==> config.mk <==
export PLATFORM = sky130hd
export DESIGN_NAME = color_num_select
export DESIGN_NICKNAME = d
export VERILOG_FILES = /design/src/rtl/color_num_select.sv
export SDC_FILE = /design/constraint.sdc
export NUM_CORES = 1
export LEC_CHECK = 0
export CORE_UTILIZATION = 55
export DETAILED_ROUTE_END_ITERATION = 8
export PLACE_DENSITY = 0.73
export SYNTH_ARGS = -nofsm -noshare
export SYNTH_HDL_FRONTEND = slang
export SYNTH_SLANG_ARGS = --single-unit
export TNS_END_PERCENT = 10
==> constraint.sdc <==
create_clock -name clk -period 2.5 [get_ports clk]
set_input_delay 0.625 -clock clk [delete_from_list [all_inputs] [get_ports clk]]
set_output_delay 0.625 -clock clk [all_outputs]
set_load 0.005 [all_outputs]
==> src/rtl/color_num_select.sv <==
// color_num_select: synchronised, debounced up/down buttons driving a saturating colour count
module color_num_select #(
  parameter int DEBOUNCE_CYCLES = 500000,
  parameter int MIN_COLORS      = 3,
  parameter int MAX_COLORS      = 8,
  parameter int RESET_COLORS    = 4
) (
  input  logic       clk,
  input  logic       rst,
  input  logic       btn_up,
  input  logic       btn_down,
  input  logic       game_active,
  output logic [3:0] COLOR_NUM,
  output logic       changed
);
  localparam int CW = $clog2(DEBOUNCE_CYCLES);
  localparam logic [CW-1:0] L_LAST = CW'(DEBOUNCE_CYCLES - 1);
  localparam logic [3:0] L_MIN = 4'(MIN_COLORS);
  localparam logic [3:0] L_MAX = 4'(MAX_COLORS);
  localparam logic [3:0] L_RST = 4'(RESET_COLORS);
  typedef enum logic [1:0] {IDLE, ARMING, PRESSED, RELEASING} state_t;
  logic [1:0]    r_meta, r_sync, r_evt;
  state_t        r_state [2];
  logic [CW-1:0] r_cnt [2];
  logic          w_inc, w_dec;
  assign w_inc = r_evt[0] & ~r_evt[1] & ~game_active & (COLOR_NUM < L_MAX);
  assign w_dec = r_evt[1] & ~r_evt[0] & ~game_active & (COLOR_NUM > L_MIN);
  // two-flop synchroniser for both raw buttons (bit 0 = up, bit 1 = down)
  always_ff @(posedge clk or posedge rst)
    if (rst) begin
      r_meta <= '0;
      r_sync <= '0;
    end else begin
      r_meta <= {btn_down, btn_up};
      r_sync <= r_meta;
    end
  // per-button debounce FSM; r_evt pulses once when a press is accepted
  always_ff @(posedge clk or posedge rst)
    if (rst) begin
      r_state <= '{IDLE, IDLE};
      r_cnt   <= '{default: '0};
      r_evt   <= '0;
    end else begin
      r_evt <= '0;
      for (int i = 0; i < 2; i++)
        case (r_state[i])
          IDLE:
            if (r_sync[i]) begin
              r_state[i] <= ARMING;
              r_cnt[i]   <= '0;
            end
          ARMING:
            if (!r_sync[i]) r_state[i] <= IDLE;
            else if (r_cnt[i] == L_LAST) begin
              r_state[i] <= PRESSED;
              r_evt[i]   <= 1'b1;
            end else r_cnt[i] <= r_cnt[i] + 1'b1;
          PRESSED:
            if (!r_sync[i]) begin
              r_state[i] <= RELEASING;
              r_cnt[i]   <= '0;
            end
          default:
            if (r_sync[i]) r_state[i] <= PRESSED;
            else if (r_cnt[i] == L_LAST) r_state[i] <= IDLE;
            else r_cnt[i] <= r_cnt[i] + 1'b1;
        endcase
    end
  // saturating count; same-cycle up+down events cancel, events during a game are dropped
  always_ff @(posedge clk or posedge rst)
    if (rst) begin
      COLOR_NUM <= L_RST;
      changed   <= 1'b0;
    end else begin
      changed   <= w_inc | w_dec;
      COLOR_NUM <= w_inc ? COLOR_NUM + 1'b1 : w_dec ? COLOR_NUM - 1'b1 : COLOR_NUM;
    end
endmodule

# After elaboration in Yosys (flattened, before gate mapping)
# Cells that the tools add are included.
dict set report totals {
  reg_bits 53
  inputBits 5
  out_inout_bits 5
  word_cells 84
}
dict set report op_classes {
  add_sub_neg 4
  magnitude_cmp 2
  n_eq_ne 16
  muxes 34
  n_bitwise 10
  n_reduce_logical 9
}
# operator n
set op_table {}
lappend op_table {{19-bit 2-to-1 mux} 10}
lappend op_table {{19-bit one-hot mux with 3 select lines} 2}
lappend op_table {{19-bit by 1-bit adder with 19-bit output (second input constant)} 2}
lappend op_table {{19-bit equality test (second input constant)} 2}
lappend op_table {{2-bit 2-to-1 mux} 12}
lappend op_table {{4-bit AND reduction} 4}
lappend op_table {{2-bit inequality test (second input constant)} 6}
lappend op_table {{2-bit one-hot mux with 3 select lines} 2}
lappend op_table {{4-bit 2-to-1 mux} 2}
lappend op_table {{4-bit nonzero test} 2}
lappend op_table {{1-bit bitwise AND} 6}
lappend op_table {{1-bit 2-to-1 mux} 6}
lappend op_table {{3-bit by 1-bit inequality test with 1-bit output (second input constant)} 2}
lappend op_table {{3-bit inequality test (second input constant)} 2}
lappend op_table {{4-bit by 1-bit adder with 4-bit output (second input constant)} 1}
lappend op_table {{2-bit by 1-bit equality test with 1-bit output (second input constant)} 2}
lappend op_table {{2-bit equality test (second input constant)} 2}
lappend op_table {{4-bit by 2-bit greater-than comparator with 1-bit output (second input constant)} 1}
lappend op_table {{2-bit zero test} 2}
lappend op_table {{4-bit less-than comparator (second input constant)} 1}
lappend op_table {{4-bit by 1-bit subtractor with 4-bit output (second input constant)} 1}
lappend op_table {{1-bit inverter} 3}
lappend op_table {{2-bit nonzero test} 1}
lappend op_table {{1-bit bitwise OR} 1}

# Longest topological paths before layout
# Gate-level depths: netlist of run 1.
dict set report logic_depth {
  word_depth 6
  ltp_mapped 9
  mapped_depth_nobuf 8
}

# Least setup slack after synthesis of run 1
# No wires, ideal clock.
dict set report synth_timing {
  kind {input to register}
  start {input port game_active}
  end {register COLOR_NUM[3]}
  setup_ps 83
  arrival_time_ps 2142
  slack_ps 276
  cell_stages 7
  n_path_buf 0
  path_cell_list {or3_1 -> ha_1 -> a21o_1 -> a21oi_1 -> nand3b_1 -> o32a_1 -> o21ai_0}
}
dict set report synth_via {
  elab_chain_len 4
  word_cells_on_any_way 7
  classes_between {1 x mux; 5 x bitwise; 1 x reduce/logical}
}
# item line_no
set synth_lines {}
lappend synth_lines {{start: declaration} 12} ;# input logic game_active,
lappend synth_lines {{1-bit inverter *} {26, 27}}
lappend synth_lines {{1-bit bitwise AND (on tied branches) (2 in a row)} {26, 27}}
lappend synth_lines {{4-bit 2-to-1 mux or 2-bit nonzero test (tied branches)} --}
lappend synth_lines {{end signal: assignment} 76} ;# COLOR_NUM <= w_inc ? COLOR_NUM + 1'b1 : w_dec ? COLOR_NUM - 1'b1 : COLOR_NUM;
lappend synth_lines {{end: declaration} 13} ;# output logic [3:0] COLOR_NUM,
# Every way passes the cells marked *; elsewhere a longest branch is shown, timed or not.
# A chain may end at the register's enable or synchronous reset.

# Final worst setup path of run 1
# Same ends and word-level chain as after synthesis.

==> reports/summary.txt, run 1 <==
outcome: finished clean
VDD IR-drop max: 587.8 µV
hold buffer count at CTS: 0
Post-synth EDFFs: 0
via count: 2,616
# nets final: 365
Crit Path Class: in -> reg
Starting Density: 57.96%
first-pass GRT wire length: 10.87 mm
clock root cell: clkbuf_8
core area: 0.005205 mm²
Power per Cell Area: 823.8 mW/mm²
Critical Path RT: 2.73 ns
Detailed Route WL: 6.277 mm
dpl hpwl: 4.495 mm
clk_lat worst skew: 0.30 ns
routed len/inst: 14.95 µm
setup TNS: 0 ns
Hold Crit Start: r_meta[0]
CTS HTree Levels: 2
YS warnings: 0
post-place instance area: 0.003318 mm²
vias per cell: 6.229
startpoint types: primary input
CP Capture Type: register
clock sinks: 53
clock tree buffer depth: 2
count of pins over their slew limit: 0
setup bufs post-CTS: 0
Worst Hold Path EP: r_sync[0]
ANT nets after route: 0
fin crit share: 93.96%
die area: 0.005785 mm²
Post-Syn Nets: 340
register area share after synthesis: 44.01%
All-Layer GR Usage: 23.43%
RD Place Congestion: 0.8440
CTS tree: yes
Synth cell types: 51
vias in the first global route: 2,391
worst-margin pin slew: 0.7202 ns
asr flop ratio synth: 100.0%
flop2flop setup slack: 0.21 ns
max_slew headroom: 51.99%
PortBufs: 9
Reg clk slew, reported paths: 0.09 ns
Worst Hold Class: reg -> reg
WHS: 0.3537 ns
Max FO, Critical Path: 2
Die H: 76.06 µm
layout cells sized above 1: 10.57%
Syn Inst Count: 324
RSZ-0062 raised after global routing: false
Worst Skew: 0.005624 ns
drt initial violations: 195
final design area excluding fillers: 0.003438 mm²
Chip Width: 76.06 µm
hold path cells: 0
largest net degree at the start of global routing: 54
Final setup violation count: 0
RR Endpoint: r_cnt[32]
RR Startpoint: r_cnt[25]
synthesized cell area: 0.003017 mm²
Max-cap violations: 0
#FFs+latches synth: 53
final worst path period need: 2.349 ns
antenna cells: 0
mean post-synth cell area: 9.311 µm²
Synth Flop Type: dfrtp_1
Reg2Reg Depth: 5
CTS buffer count: 5
io pins: 10
DRC: 0
FP Rows: 26
initial antenna violation count: 0
CP arrival: 2.58 ns
Fmax: 0.4257 GHz
Lkg Pwr: 0.001516 µW
Layout area overhead: 13.98%
DR pass1 iterations: 4
total gr overflow: 0
Hold Violations, Final: 0
-- critical path: stages --
cell and delay [ns]:
clkdlybuf4s50_1 0.41, or3_1 0.40, ha_1 0.28, a21o_1 0.19, a21oi_2 0.15, nand3b_1 0.10, o32a_1 0.29, o21ai_0 0.13
-- layer usage --
layer | part of all wire, % | routed length, µm | vias up | global-route usage (%)
li1 | - | - | 1280 | -
met1 | 50 | 3133 | 1274 | 33.28
met2 | 45 | 2827 | 58 | 36.09
met3 | 4.3 | 267 | 4 | 4.192
met4 | 0.76 | 48 | 0 | 8.462
met5 | 0 | 0 | - | 0
-- cells by family (layout without fill, tap and decap cells) --
kind of cell / count (synthesis) / after routing / share of synthesized area (%)
and+or+nand+nor: 133 / 133 / 23.35
AOI/OAI and AO/OA: 95 / 95 / 20.95
DFF: 53 / 53 / 44.01
buffers and inverters: 17 / 43 / 2.198
adders and majority gates: 11 / 11 / 4.811
xor gates and xnor gates: 8 / 8 / 2.323
muxes: 7 / 7 / 2.364
-- layout make-up --
cell class / count / area [µm²]
Clock buffer: 7 / 86.33
Clock inverter: 1 / 30.03
Fill cell: 435 / 1767
Inverter: 8 / 30.03
Multi-Input combinational cell: 254 / 1627
Sequential cell: 53 / 1328
Tap cell: 70 / 87.58
Timing Repair Buffer: 27 / 250.2
-- cells in the mapped netlist, types with 5 or more instances --
cell      count  area (µm²)
dfrtp_1      52        1301
nand2_1      32       120.1
o21ai_0      22       110.1
nor2_1       21       78.83
a31oi_1      19       118.9
a21oi_1      18       90.09
nand3_1      15       75.07
nand4_1      11       68.82
and3_1       10       62.56
ha_1         10       125.1
inv_1         8       30.03
nor4_1        8       50.05
clkbuf_1      7       26.28
mux2i_1       6       60.06
a21o_1        5       37.54
a22o_1        5       43.79
nand2b_1      5       31.28
nor3_1        5       25.02
or3_1         5       31.28
xnor2_1       5       43.79
-- worst max path at each step --
| stage | from | end | slack [ns] | cells past startpoint |
|---|---|---|---|---|
| after floorplan | game_active | COLOR_NUM[3] | 0.28 | 7 |
| after global placement | game_active | COLOR_NUM[3] | -0.15 | 8 |
| after detailed placement | game_active | COLOR_NUM[3] | -0.20 | 8 |
| after CTS | game_active | COLOR_NUM[3] | 0.13 | 8 |
| after global routing | r_state[2] | r_cnt[24] | 0.02 | 7 |
| final | game_active | COLOR_NUM[3] | 0.15 | 8 |
-- state kept, by name, indices dropped and copies added, names as in the netlist, named ones only --
signal     cells
r_evt          2
COLOR_NUM      4
r_sync         2
changed        1
r_state        2
r_cnt         38
r_meta         2
-- through the flow --
step                setup slack [ns]  util, %  total power (µW)  instances
CTS                           0.1290    65.99              2850        420
floorplan                     0.2755        -              1843        324
global placement             -0.1523    63.75              2206        412
global route                 0.02175    66.06              3051        420
detailed placement           -0.1962    63.75              2245        412
finish                        0.1511    66.06              2832        420
-- cell usage in the layout, fill, tap and decap left out, types with 11 or more instances in the layout --
| master | count |
|---|---|
| nor2_1 | 21 |
| nand3_1 | 15 |
| nand4_1 | 11 |
| buf_4 | 16 |
| o21ai_0 | 22 |
| nand2_1 | 32 |
| dfrtp_1 | 52 |
| a31oi_1 | 19 |
| a21oi_1 | 17 |
-- power by group --
group | switching (µW) | internal, µW
Combinational | 711 | 481
Sequential | 102 | 941
Clock | 271 | 327
Total | 1080 | 1750
-- what timing repair did --
item	4_1_cts	5_1_grt
setup endpoints to repair	0	1
resized for setup	0	1
endpoints found under the hold margin	0	0
(Power assumes the default switching activity.)
==> run 2: changes to the inputs <==
CORE_ASPECT_RATIO = 1.2   (was unset)
SETUP_SLACK_MARGIN = 0.15   (was unset)
==> reports/summary.txt, run 2 (synthesized netlist as in run 1, its figures left out) <==
outcome: finished clean
Reg clk slew, reported paths: 0.11 ns (+0.02 ns)
worst-margin pin slew: 0.5797 ns (-0.1405 ns)
Max-cap violations: 0 (unchanged)
clock sinks: 53 (unchanged)
antenna cells: 0 (unchanged)
Max FO, Critical Path: 2 (unchanged)
io pins: 10 (unchanged)
Detailed Route WL: 6.382 mm (+1.7%)
ANT nets after route: 0 (unchanged)
Layout fillers: 447 (+2.8%)
Hold Violations, Final: 0 (unchanged)
CTS tree: yes
setup TNS: 0 ns (unchanged)
via count: 2,567 (-1.9%)
Hold Crit Start: r_meta[1]
Fmax: 0.4316 GHz (+1.4%)
RR Startpoint: r_cnt[26]
count of pins over their slew limit: 0 (unchanged)
VDD IR-drop max: 672.7 µV (+14%)
Logic pwr share: 42.9% (+0.8 points)
Final setup violation count: 0 (unchanged)
die area: 0.005786 mm² (about the same)
Layout area overhead: 12.24%
Crit Path Class: in -> reg
most common cell after layout, fill and taps aside: dfrtp_1
crit path cell chain: clkdlybuf4s50_1 > or3_1 > ha_1 > a21o_1 > a21oi_2 > nand3b_1 > o32a_1 > o21ai_0
Sw Pwr: 1108 µW (+2.2%)
initial antenna violation count: 0 (unchanged)
core area: 0.005298 mm² (+1.8%)
Most flops, register: r_cnt
Worst Hold Class: reg -> reg
Worst Hold Path EP: r_sync[1]
CTS buffer count: 5 (unchanged)
startpoint types: primary input
drt initial violations: 174 (-11%)
fin crit share: 92.68% (-1.3 points)
Die H: 83.13 µm (+9.3%)
max FFs per register: 38 (unchanged)
clock root cell: clkbuf_8
DR pass1 iterations: 4 (unchanged)
CTS HTree Levels: 2 (unchanged)
Lkg Pwr: 0.001489 µW (-1.8%)
routed len/inst: 15.57 µm (+4.2%)
Largest stage delay, worst path: 0.42 ns (about the same)
flop2flop setup slack: 0.22 ns (about the same)
Worst Slack Setup Final: 0.1829 ns (+0.03179 ns)
total gr overflow: 0 (unchanged)
crit path max-delay cell type: clkdlybuf4s50_1
RD Place Congestion: 0.8625 (+2.2%)
vias per cell: 6.261 (+0.52%)
WHS: 0.3537 ns (-0.00002300 ns)
largest net degree at the start of global routing: 38 (-30%)
CP Capture Type: register
# nets final: 363 (-0.55%)
dpl ws: -0.2040 ns (-0.007768 ns)
Reg2Reg Depth: 5 (unchanged)
hold path cells: 0 (unchanged)
RSZ-0062 raised after global routing: true
Chip Width: 69.61 µm (-8.5%)
CP arrival: 2.55 ns (-0.03 ns)
All-Layer GR Usage: 23.77% (+0.34 points)
final worst path period need: 2.317 ns (-0.03179 ns)
power share of the clock group: 18.7% (-2.4 points)
RR Endpoint: r_cnt[36]
clk_lat worst skew: 0.30 ns (about the same)
Critical Path RT: 2.74 ns (about the same)
Sequential Power Share: 38.4% (+1.6 points)
clock tree buffer depth: 2 (unchanged)
first-pass GRT wire length: 11.16 mm (+2.7%)
FP Rows: 29 (+12%)
dpl hpwl: 4.598 mm (+2.3%)
Worst Skew: 0.01117 ns (+0.005546 ns)
most frequent cells in the layout: 52 x dfrtp_1, 32 x nand2_1, 22 x o21ai_0
sw frac: 41.24% (+3.0 points)
Largest regs: r_cnt: 38 flops, COLOR_NUM: 4 flops
DRC: 0 (unchanged)
PortBufs: 9 (unchanged)
layout cells sized above 1: 10.34% (-0.23 points)
Power per Cell Area: 793.8 mW/mm² (-3.6%)
vias in the first global route: 2,429 (+1.6%)
max_slew headroom: 61.36% (+9.4 points)
Int Pwr: 1579 µW (-9.7%)
Starting Density: 56.94% (-1.0 points)
run 2: critical path: cells and delay by family:
family | cells | cell delay, ns
AO/OA/AOI/OAI | 4 | 0.77
AND/OR/NAND/NOR | 2 | 0.45
adder cells (fa/ha/maj) | 1 | 0.29
buffers and inverters | 1 | 0.42
run 2: worst max path at each step:
stage,from,endpoint,slack (ns),cells after the start
2_1_floorplan,game_active,COLOR_NUM[3],0.28,7
3_3_place_gp,game_active,COLOR_NUM[3],-0.14,8
3_5_place_dp,game_active,COLOR_NUM[3],-0.20,8
4_1_cts,game_active,COLOR_NUM[3],0.21,8
5_1_grt,r_cnt[9],r_cnt[8],0.04,5
6_report,game_active,COLOR_NUM[3],0.18,8
run 2: per-stage QoR:
stage	instance area [µm²]	cells	util, %	total power, µW
2_1_floorplan	3017	324	-	1843
3_5_place_dp	3281	402	61.93	2185
6_report	3386	410	63.91	2687
4_1_cts	3378	410	63.77	2702
5_1_grt	3386	410	63.91	2883
3_3_place_gp	3281	402	61.93	2149
run 2: cell type report:
cell class                 instances  area, µm²  share of cell area, %
clock inverter                     3      25.02                 0.7391
multi-input combinational        254       1634                  48.26
timing repair buffer              25      222.7                  6.578
clock buffer                       5      68.82                  2.033
tap                               62      77.57                  2.291
inverter                           8      30.03                 0.8869
sequential                        53       1328                  39.21
run 2: routing by layer:
metal	track usage [%]	part of all wire, %	vias to the layer above
li1	-	-	1271
met1	29.21	43	1246
met2	42.72	53	44
met3	3.398	2.5	6
met4	7.236	1.2	0
met5	0	0	-
run 2: power groups by stage:
stage	Clock (µW)	Combinational [µW]	Sequential, µW
after floorplan	0	812	1030
after global placement	0	1110	1040
after global routing	556	1280	1050
after detailed placement	0	1140	1050
final	503	1150	1030
after CTS	524	1140	1030
run 2: what timing repair did:
item | in CTS | in global routing
setup buffers | 0 | 0
setup endpoints to repair | 1 | 26
hold buffers | 0 | 0
pin swaps | 1 | 0
resized for setup | 1 | 1
